### config.mk
export PLATFORM = sky130hd
export DESIGN_NAME = int_ctrl
export DESIGN_NICKNAME = d
export VERILOG_FILES = /design/src/rtl/int_ctrl_pkg.sv /design/src/rtl/int_sync.sv /design/src/rtl/int_ctrl.sv
export SDC_FILE = /design/constraint.sdc
export NUM_CORES = 1
export LEC_CHECK = 0
export BUFFER_PORTS_ARGS = -buffer_cell sky130_fd_sc_hd__buf_4
export CELL_PAD_IN_SITES_DETAIL_PLACEMENT = 1
export CELL_PAD_IN_SITES_GLOBAL_PLACEMENT = 2
export CORE_ASPECT_RATIO = 1.4
export CORE_MARGIN = 1.5
export CORE_UTILIZATION = 25
export CTS_CLUSTER_DIAMETER = 30
export DETAILED_ROUTE_END_ITERATION = 7
export GPL_TIMING_DRIVEN = 0
export PLACE_DENSITY = 0.71
export RECOVER_POWER = 50
export SLEW_MARGIN = 15
export SYNTH_ARGS = -nofsm -noshare
export SYNTH_HDL_FRONTEND = slang
export SYNTH_SLANG_ARGS = --single-unit
### constraint.sdc
create_clock -name clk -period 2.45 [get_ports clk]
set_input_delay 0.245 -clock clk [delete_from_list [all_inputs] [get_ports clk]]
set_output_delay 0.245 -clock clk [all_outputs]
set_load 0.02 [all_outputs]
### src/rtl/int_ctrl_pkg.sv
// Shared types and constants for the interrupt controller.
package int_ctrl_pkg;

  localparam int unsigned NIRQ  = 4;
  localparam int unsigned SEL_W = 2;

  typedef enum logic [1:0] {
    IDLE    = 2'd0,
    FIRE    = 2'd1,
    SERVICE = 2'd2
  } state_t;

endpackage

### src/rtl/int_sync.sv
// Multi-stage synchroniser plus rising-edge detector for one request line.
module int_sync #(
  parameter int unsigned SYNC_STAGES = 2
) (
  input  logic clk,
  input  logic reset,
  input  logic d,
  output logic rise_c
);

  logic [SYNC_STAGES-1:0] sync_q;
  logic                   prev_q;

  // Shift the async input through the chain; keep one cycle of history for edge detect.
  always_ff @(posedge clk) begin
    if (reset) begin
      sync_q <= '0;
      prev_q <= 1'b0;
    end else begin
      sync_q <= {sync_q[SYNC_STAGES-2:0], d};
      prev_q <= sync_q[SYNC_STAGES-1];
    end
  end

  assign rise_c = sync_q[SYNC_STAGES-1] & ~prev_q;

endmodule

### src/rtl/int_ctrl.sv
// Interrupt controller: sync/edge-detect, pending latch, mask, fixed priority,
// single-cycle one-hot pulse to the datapath and block until return-from-interrupt.
module int_ctrl
  import int_ctrl_pkg::*;
#(
  parameter int unsigned     SYNC_STAGES = 2,
  parameter logic [NIRQ-1:0] MASK_RESET  = 4'b1111
) (
  input  logic            clk,
  input  logic            reset,
  input  logic [NIRQ-1:0] irq,
  input  logic            gie,
  input  logic            hold,
  input  logic            reti,
  input  logic            mask_we,
  input  logic [NIRQ-1:0] mask_in,
  output logic            ie1,
  output logic            ie2,
  output logic            ie3,
  output logic            ie4,
  output logic [NIRQ-1:0] pending,
  output logic [NIRQ-1:0] mask,
  output logic            in_service
);

  state_t           state_q, state_d;
  logic [SEL_W-1:0] sel_q, sel_d;
  logic [NIRQ-1:0]  ie_q, ie_d;
  logic             in_service_d;
  logic [NIRQ-1:0]  rise_c;
  logic [NIRQ-1:0]  clr_c;
  logic [NIRQ-1:0]  elig_c;
  logic [SEL_W-1:0] win_c;
  logic             found_c;

  // One synchroniser/edge detector per request line.
  for (genvar i = 0; i < NIRQ; i++) begin : g_sync
    int_sync #(.SYNC_STAGES(SYNC_STAGES)) u_sync (
      .clk    (clk),
      .reset  (reset),
      .d      (irq[i]),
      .rise_c (rise_c[i])
    );
  end

  // Fixed-priority pick: lowest eligible index wins.
  always_comb begin
    elig_c  = pending & mask;
    win_c   = '0;
    found_c = 1'b0;
    for (int i = 0; i < NIRQ; i++) begin
      if (!found_c && elig_c[i]) begin
        win_c   = SEL_W'(i);
        found_c = 1'b1;
      end
    end
  end

  // Next state, pending clear and next registered outputs.
  always_comb begin
    state_d      = state_q;
    sel_d        = sel_q;
    clr_c        = '0;
    ie_d         = '0;
    in_service_d = 1'b0;
    case (state_q)
      IDLE: begin
        if (gie && !hold && found_c) begin
          state_d = FIRE;
          sel_d   = win_c;
          clr_c   = NIRQ'(1) << win_c;
        end
      end
      FIRE:    state_d = SERVICE;
      SERVICE: if (reti) state_d = IDLE;
      default: state_d = IDLE;
    endcase
    if (state_d == FIRE) ie_d = NIRQ'(1) << sel_d;
    in_service_d = (state_d != IDLE);
  end

  // State, selection, outputs, pending and mask registers.
  always_ff @(posedge clk) begin
    if (reset) begin
      state_q    <= IDLE;
      sel_q      <= '0;
      ie_q       <= '0;
      in_service <= 1'b0;
      pending    <= '0;
      mask       <= MASK_RESET;
    end else begin
      state_q    <= state_d;
      sel_q      <= sel_d;
      ie_q       <= ie_d;
      in_service <= in_service_d;
      pending    <= (pending & ~clr_c) | rise_c;
      if (mask_we) mask <= mask_in;
    end
  end

  assign ie1 = ie_q[0];
  assign ie2 = ie_q[1];
  assign ie3 = ie_q[2];
  assign ie4 = ie_q[3];

endmodule
==> run_results.csv, run 1 <==
group,metric,value,unit
outcome,status,"finished clean",
critical_path,ff2ff_setup_slack,990,ps
clock_tree,hold_buffers,0,
clock_tree,cts_sinks,28,
placed_design,place.port_buffers,25,
sta,rsz0062_at_grt,"no",
critical_path,endpoint,"pending[3]$_SDFF_PP0_",
detailed_routing,drt-wirelength-per-cell,13.2,um
critical_path,path_delay_family,"simple AND/OR/NAND/NOR gates",
sta,slew_headroom,66.6,%
clock_tree,tritoncts,"built",
min_path,min_path_type,"primary input to register",
global_routing,grt_overflow_total,0,
sta,timing.final.crit_period,1460,ps
sta,finalHoldViolCount,0,
global_routing,grt_first_pass_wirelength,3.59,mm
detailed_routing,drc,0,
detailed_routing,wl,2.11,mm
layout,nFillCells,446,
pwr,ir_drop,0.000346,V
sta,fmax,0.686,GHz
logic_synthesis,synth_most_common_cell,"dfxtp_1",
logic_synthesis,ys_seq_elements,28,
layout,antenna_cells,0,
critical_path,worstSetupPathType,"register to register",
die,die_height,76.8,um
logic_synthesis,syn-cell-area,973,um^2
clock_tree,cts_buffers,3,
clock_tree,clock_latency,270,ps
sta,finClkSkew,6.32,ps
layout,drive_gt1_share,19.5,%
logic_synthesis,synth_seq_area_share,57.6,%
clock_tree,root_buffer,"clkbuf_8",
pwr,leakagePower,0.000469,uW
sta,slew_violations,0,
logic_synthesis,synthFlopType,"dfxtp_1",
layout,area_growth,26.1,%
logic_synthesis,yosys-top-cells-area,"dfxtp_1 58%, nor2b_1 7.7%, a32o_1 3.1%",
global_routing,groute.usage.overall,10.6,%
global_routing,antenna_found_initial,0,
critical_path,crit_cells,3,
critical_path,critical_path_peak_fanout,8,
placed_design,dpl.hpwl,1.61,mm
logic_synthesis,synth_edf_count,0,
detailed_routing,viasPerCell,4.79,
logic_synthesis,synth_area_per_cell,10.9,um^2
sta,period_share,59.5,%
clock_tree,post_cts_resized,0,
clock_tree,cts_setup_buffers,0,
detailed_routing,ant_nets,0,
logic_synthesis,yosys_warnings,0,
critical_path,required,2630,ps
clock_tree,htree_levels,1,
critical_path,worstSetupEndpointType,"register",
critical_path,cp-start-kind,"register",
clock_tree,clockBufferDepth,2,
global_routing,grt_start_max_net_pins,16,
logic_synthesis,synth_cell_types,29,
die,initial_core_util,26.5,%
sta,setup_tns,0,ps
die,rows,26,
critical_path,crit_slowest_cell,"nor4b_4",
critical_path,timing.rr.end,"pending[3]$_SDFF_PP0_",
die,die-area,4280,um^2
sta,setup_viol,0,
detailed_routing,dr_total_vias,767,
detailed_routing,drt-pass1-iter-count,2,
logic_synthesis,syn_inst,89,
critical_path,max_stage_delay,520,ps
sta,holdWs,159,ps
die,die_w,55.7,um
pwr,power_density,699,nW/um^2
critical_path,r2r_start,"state_q[0]$_SDFF_PP0_",
sta,worst_pin_slew,501,ps
critical_path,arrival,1630,ps
logic_synthesis,syn-num-nets,103,
critical_path,path_buf_inv,0,
placed_design,gp_congestion,0.664,
critical_path,critPathLaunch,"state_q[0]$_SDFF_PP0_",
logic_synthesis,async_reset_ff_share,0,%
logic_synthesis,synth_top_area_share,57.6,%
detailed_routing,drt_iter0_drc,12,
global_routing,grt_pass1_vias,808,
critical_path,critical_path.cell_chain,"nor4b_4, nand4_1, a32o_1",
die,io_pins,27,
die,core_area,3680,um^2
layout,final_nets,133,
run,cap_violations,0,
logic_synthesis,yosysTopAreaCell,"dfxtp_1",
clock_tree,clkSlewWorstSetupHoldPaths,90,ps
logic_synthesis,synth_top_cells_by_count,"28 x dfxtp_1, 12 x nor2b_1, 8 x nand2_1, 4 x a21oi_1, 4 x inv_1",
critical_path,r2r_cells,3,
## flip-flops by register name, summed over array words and instances (netlist names)
register	count
g_sync.u_sync.prev_q	4
g_sync.u_sync.sync_q	8
ie_q	4
in_service	1
mask	4
pending	4
sel_q	1
state_q	2
## kinds of logic (layout without fill, tap and decap cells)
group / after synthesis / count (layout) / synth area share, %
AOI/OAI and AO/OA: 17 / 17 / 14.1
DFF: 28 / 28 / 57.6
and+or+nand+nor: 33 / 33 / 22.1
muxes: 3 / 3 / 3.08
buffers and inverters: 8 / 37 / 3.08
## stage by stage
step	power (uW)	cell area (um^2)	instances	utilization (%)	setup WS, ps
after floorplan	549	973	89	-	1150
after global placement	590	1210	156	33.0	843
final	858	1230	160	33.4	992
after detailed placement	593	1210	156	33.0	789
after global routing	899	1230	160	33.4	904
after CTS	878	1270	160	34.5	983
## worst min-delay path by stage
stage / start / endpoint / cells after the start
CTS: reset / g_sync[3].u_sync.prev_q$_SDFF_PP0_ / 2
global route: reset / g_sync[3].u_sync.prev_q$_SDFF_PP0_ / 2
finish: reset / g_sync[3].u_sync.prev_q$_SDFF_PP0_ / 2
detailed placement: g_sync[3].u_sync.sync_q[0]$_SDFF_PP0_ / g_sync[3].u_sync.sync_q[1]$_SDFF_PP0_ / 1
global placement: g_sync[1].u_sync.sync_q[0]$_SDFF_PP0_ / g_sync[1].u_sync.sync_q[1]$_SDFF_PP0_ / 1
floorplan: reset / g_sync[3].u_sync.prev_q$_SDFF_PP0_ / 1
## metal layers
layer / vias to the layer above / share of wire (%) / GRT usage (%)
li1: 369 / - / -
met1: 376 / 42 / 11.6
met2: 18 / 52 / 19.0
met3: 4 / 3.6 / 2.02
met4: 0 / 1.8 / 5.12
met5: - / 0 / 0
## report_power, final
group / internal (uW) / total, uW / switching [uW]
Combinational: 41.2 / 87.7 / 46.5
Sequential: 473 / 487 / 14.4
Clock: 144 / 283 / 139
## layout make-up
cell class                 count  area [um^2]  area share [%]
sequential                    28          561            45.7
multi-input combinational     53          383            31.2
buffer                         3         11.3           0.917
inverter                       5         18.8            1.53
timing repair buffer          25          146            11.9
clock buffer                   4         55.1            4.49
tap                           42         52.6            4.28
## layout by cell type (no fill, tap or decap), drive strengths merged
cell | synthesis | final
inv | 4 | 4
a22o | 2 | 2
or3b | 1 | 1
a32o | 3 | 3
clkbuf | 1 | 17
nand2b | 2 | 2
nand3 | 1 | 1
nand2 | 8 | 8
a211oi | 2 | 2
a311oi | 1 | 1
or2 | 1 | 1
nand4 | 2 | 2
o211ai | 1 | 1
dfxtp | 28 | 28
a22oi | 1 | 1
mux2i | 3 | 3
o2111a | 1 | 1
a21oi | 4 | 4
nor2b | 12 | 12
or2b | 1 | 1
nor4b | 2 | 2
buf | 2 | 15
o21ai | 1 | 1
or4b | 1 | 1
and2 | 1 | 1
nor3 | 1 | 1
a31o | 1 | 1
clkinv | 1 | 1
No activity file was read; power rests on OpenSTA's default activity.
==> run 2, diff against run 1 <==
- PLACE_DENSITY: 0.71 -> 0.73
- clock period: 2.45 -> 1.2 ns (I/O delays scaled with it)
==> run 2 against run 1 <==
The flow now finishes with violations (setup timing). Worst setup slack got worse by 1100 ps. Worst hold slack lost 140 ps. Sequential share of layout area down 1.9 points. Sequential cell count is the same. Sequential power is 100% higher. Fmax grew 12%. Via count rose by 0.26%. Largest power group unchanged. Combinational power increased by 130%. Clock skew is 3.0 ps lower. Clock power up 73%. Utilization rose by 1.5 points.
==> run_results.csv, run 2 (synthesis results as in run 1) <==
group,metric,value,unit
min_path,min_to,"g_sync[3].u_sync.prev_q$_SDFF_PP0_",
critical_path,critical_path.cell_chain,"or4b_4, a311oi_2, or2_1",
detailed_routing,drc,0,
pwr,power_density,1320,nW/um^2
die,die_height,76.8,um
detailed_routing,dr_total_vias,769,
critical_path,worstSetupPathType,"register to register",
critical_path,r2r_start,"state_q[1]$_SDFF_PP0_",
sta,finalHoldViolCount,0,
die,rows,26,
global_routing,groute.usage.overall,10.6,%
outcome,violations,"setup timing",
min_path,min_path_type,"primary input to register",
global_routing,grt_start_max_net_pins,15,
detailed_routing,drt-wirelength-per-cell,13.3,um
detailed_routing,drt-pass1-iter-count,4,
layout,mostFrequentLayoutCells,"27 x dfxtp_1, 23 x buf_4, 12 x nor2b_1, 8 x nand2_1, 7 x clkbuf_1",
global_routing,antenna_found_initial,0,
pwr,leakagePower,0.000505,uW
clock_tree,clkSlewWorstSetupHoldPaths,90,ps
layout,utilization,34.9,%
layout,top_register,"g_sync.u_sync.sync_q",
sta,holdWs,20.7,ps
critical_path,path_delay_family,"simple AND/OR/NAND/NOR gates",
detailed_routing,drt_iter0_drc,19,
critical_path,required,1420,ps
global_routing,grt_pass1_vias,757,
layout,seq_area,562,um^2
placed_design,gp_congestion,0.730,
critical_path,worstSetupEndpointType,"register",
critical_path,crit_slowest_cell,"or4b_4",
clock_tree,clockBufferDepth,2,
layout,nFillCells,435,
layout,area_growth,31.9,%
sta,finClkSkew,3.33,ps
sta,setup_viol,10,
die,io_pins,27,
critical_path,critPathLaunch,"state_q[1]$_SDFF_PP0_",
critical_path,r2r_cells,3,
die,die_w,55.7,um
placed_design,dp_cells,156,
outcome,status,"finished with violations",
critical_path,critical_path_peak_fanout,4,
die,initial_core_util,26.5,%
layout,final_common_cell,"dfxtp_1",
clock_tree,cts_buffers,3,
sta,rsz0062_at_grt,"yes",
run,cap_violations,0,
layout,multiInputGateArea,403,um^2
critical_path,arrival,1520,ps
clock_tree,tritoncts,"built",
placed_design,dpl.hpwl,1.62,mm
clock_tree,root_buffer,"clkbuf_8",
layout,largest_register_ffs,8,
sta,slew_headroom,66.7,%
placed_design,place.port_buffers,25,
layout,final_nets,137,
pwr,ir_drop,0.000742,V
layout,finalNonFillerCells,163,
critical_path,max_stage_delay,560,ps
clock_tree,cts_sinks,28,
die,core_area,3680,um^2
global_routing,grt_first_pass_wirelength,3.57,mm
sta,timing.final.crit_period,1300,ps
global_routing,grt_overflow_total,0,
clock_tree,clock_latency,260,ps
detailed_routing,ant_nets,0,
critical_path,timing.rr.end,"in_service$_SDFF_PP0_",
clock_tree,htree_levels,1,
placed_design,pre_cts_slack,-324,ps
critical_path,ff2ff_setup_slack,-100,ps
layout,drive_gt1_share,29.8,%
min_path,min_from,"reset",
detailed_routing,wl,2.17,mm
sta,slew_violations,0,
sta,worst_pin_slew,500,ps
sta,finalWorstSetupSlack,-102,ps
detailed_routing,viasPerCell,4.72,
die,die-area,4280,um^2
layout,antenna_cells,0,
critical_path,path_buf_inv,0,
critical_path,cp-start-kind,"register",
min_path,holdPathStages,2,
sta,period_share,109,%
sta,fmax,0.768,GHz
-- run 2: worst max path at each step --
stage / cells past startpoint / to / slack, ps
after global routing: 3 / in_service$_SDFF_PP0_ / -170
after CTS: 2 / ie_q[1]$_SDFF_PP0_ / -110
after detailed placement: 4 / pending[3]$_SDFF_PP0_ / -320
after floorplan: 3 / in_service$_SDFF_PP0_ / -10
final: 3 / in_service$_SDFF_PP0_ / -100
after global placement: 4 / pending[3]$_SDFF_PP0_ / -280
-- run 2: layout make-up --
cell class / count / share of cell area [%]
plain buffers: 3 / 0.877
clock buffers: 3 / 3.22
inverters: 5 / 1.46
multi-input cells: 53 / 31.4
flip-flops and latches: 28 / 43.8
well taps: 42 / 4.09
repair buffers: 29 / 15.2
-- run 2: timing repair --
item,in CTS,in global routing
buffers inserted,3,1
pin swaps,1,0
endpoints found under the hold margin,0,0
resized for setup,0,4
endpoints found under the setup margin,10,11
hold buffers,0,0
-- run 2: routing by layer --
layer | track usage, % | wire length [um] | vias up
met3 | 2.36 | 95 | 4
met1 | 11.8 | 917 | 368
met2 | 18.3 | 1130 | 18
met4 | 5.85 | 31 | 0
met5 | 0 | 0 | -
li1 | - | - | 379
-- run 2: worst reg2reg max path, stage by stage, from the launching register on --
cell      delay [ps]
dfxtp_2          350
or4b_4           560
a311oi_2         220
or2_1            130
-- run 2: power breakdown --
part           total [uW]  internal, uW  switching, uW
clock                 490           225            266
combinational         204           104           99.8
sequential            998           966           31.7
-- run 2: per-stage QoR --
| step | setup TNS (ps) | power (uW) | instance area (um^2) |
|---|---|---|---|
| 2_1_floorplan | -25.3 | 1120 | 982 |
| 3_3_place_gp | -1900 | 1210 | 1220 |
| 3_5_place_dp | -2290 | 1210 | 1220 |
| 4_1_cts | -497 | 1710 | 1290 |
| 5_1_grt | -1210 | 1780 | 1280 |
| 6_report | -427 | 1690 | 1280 |
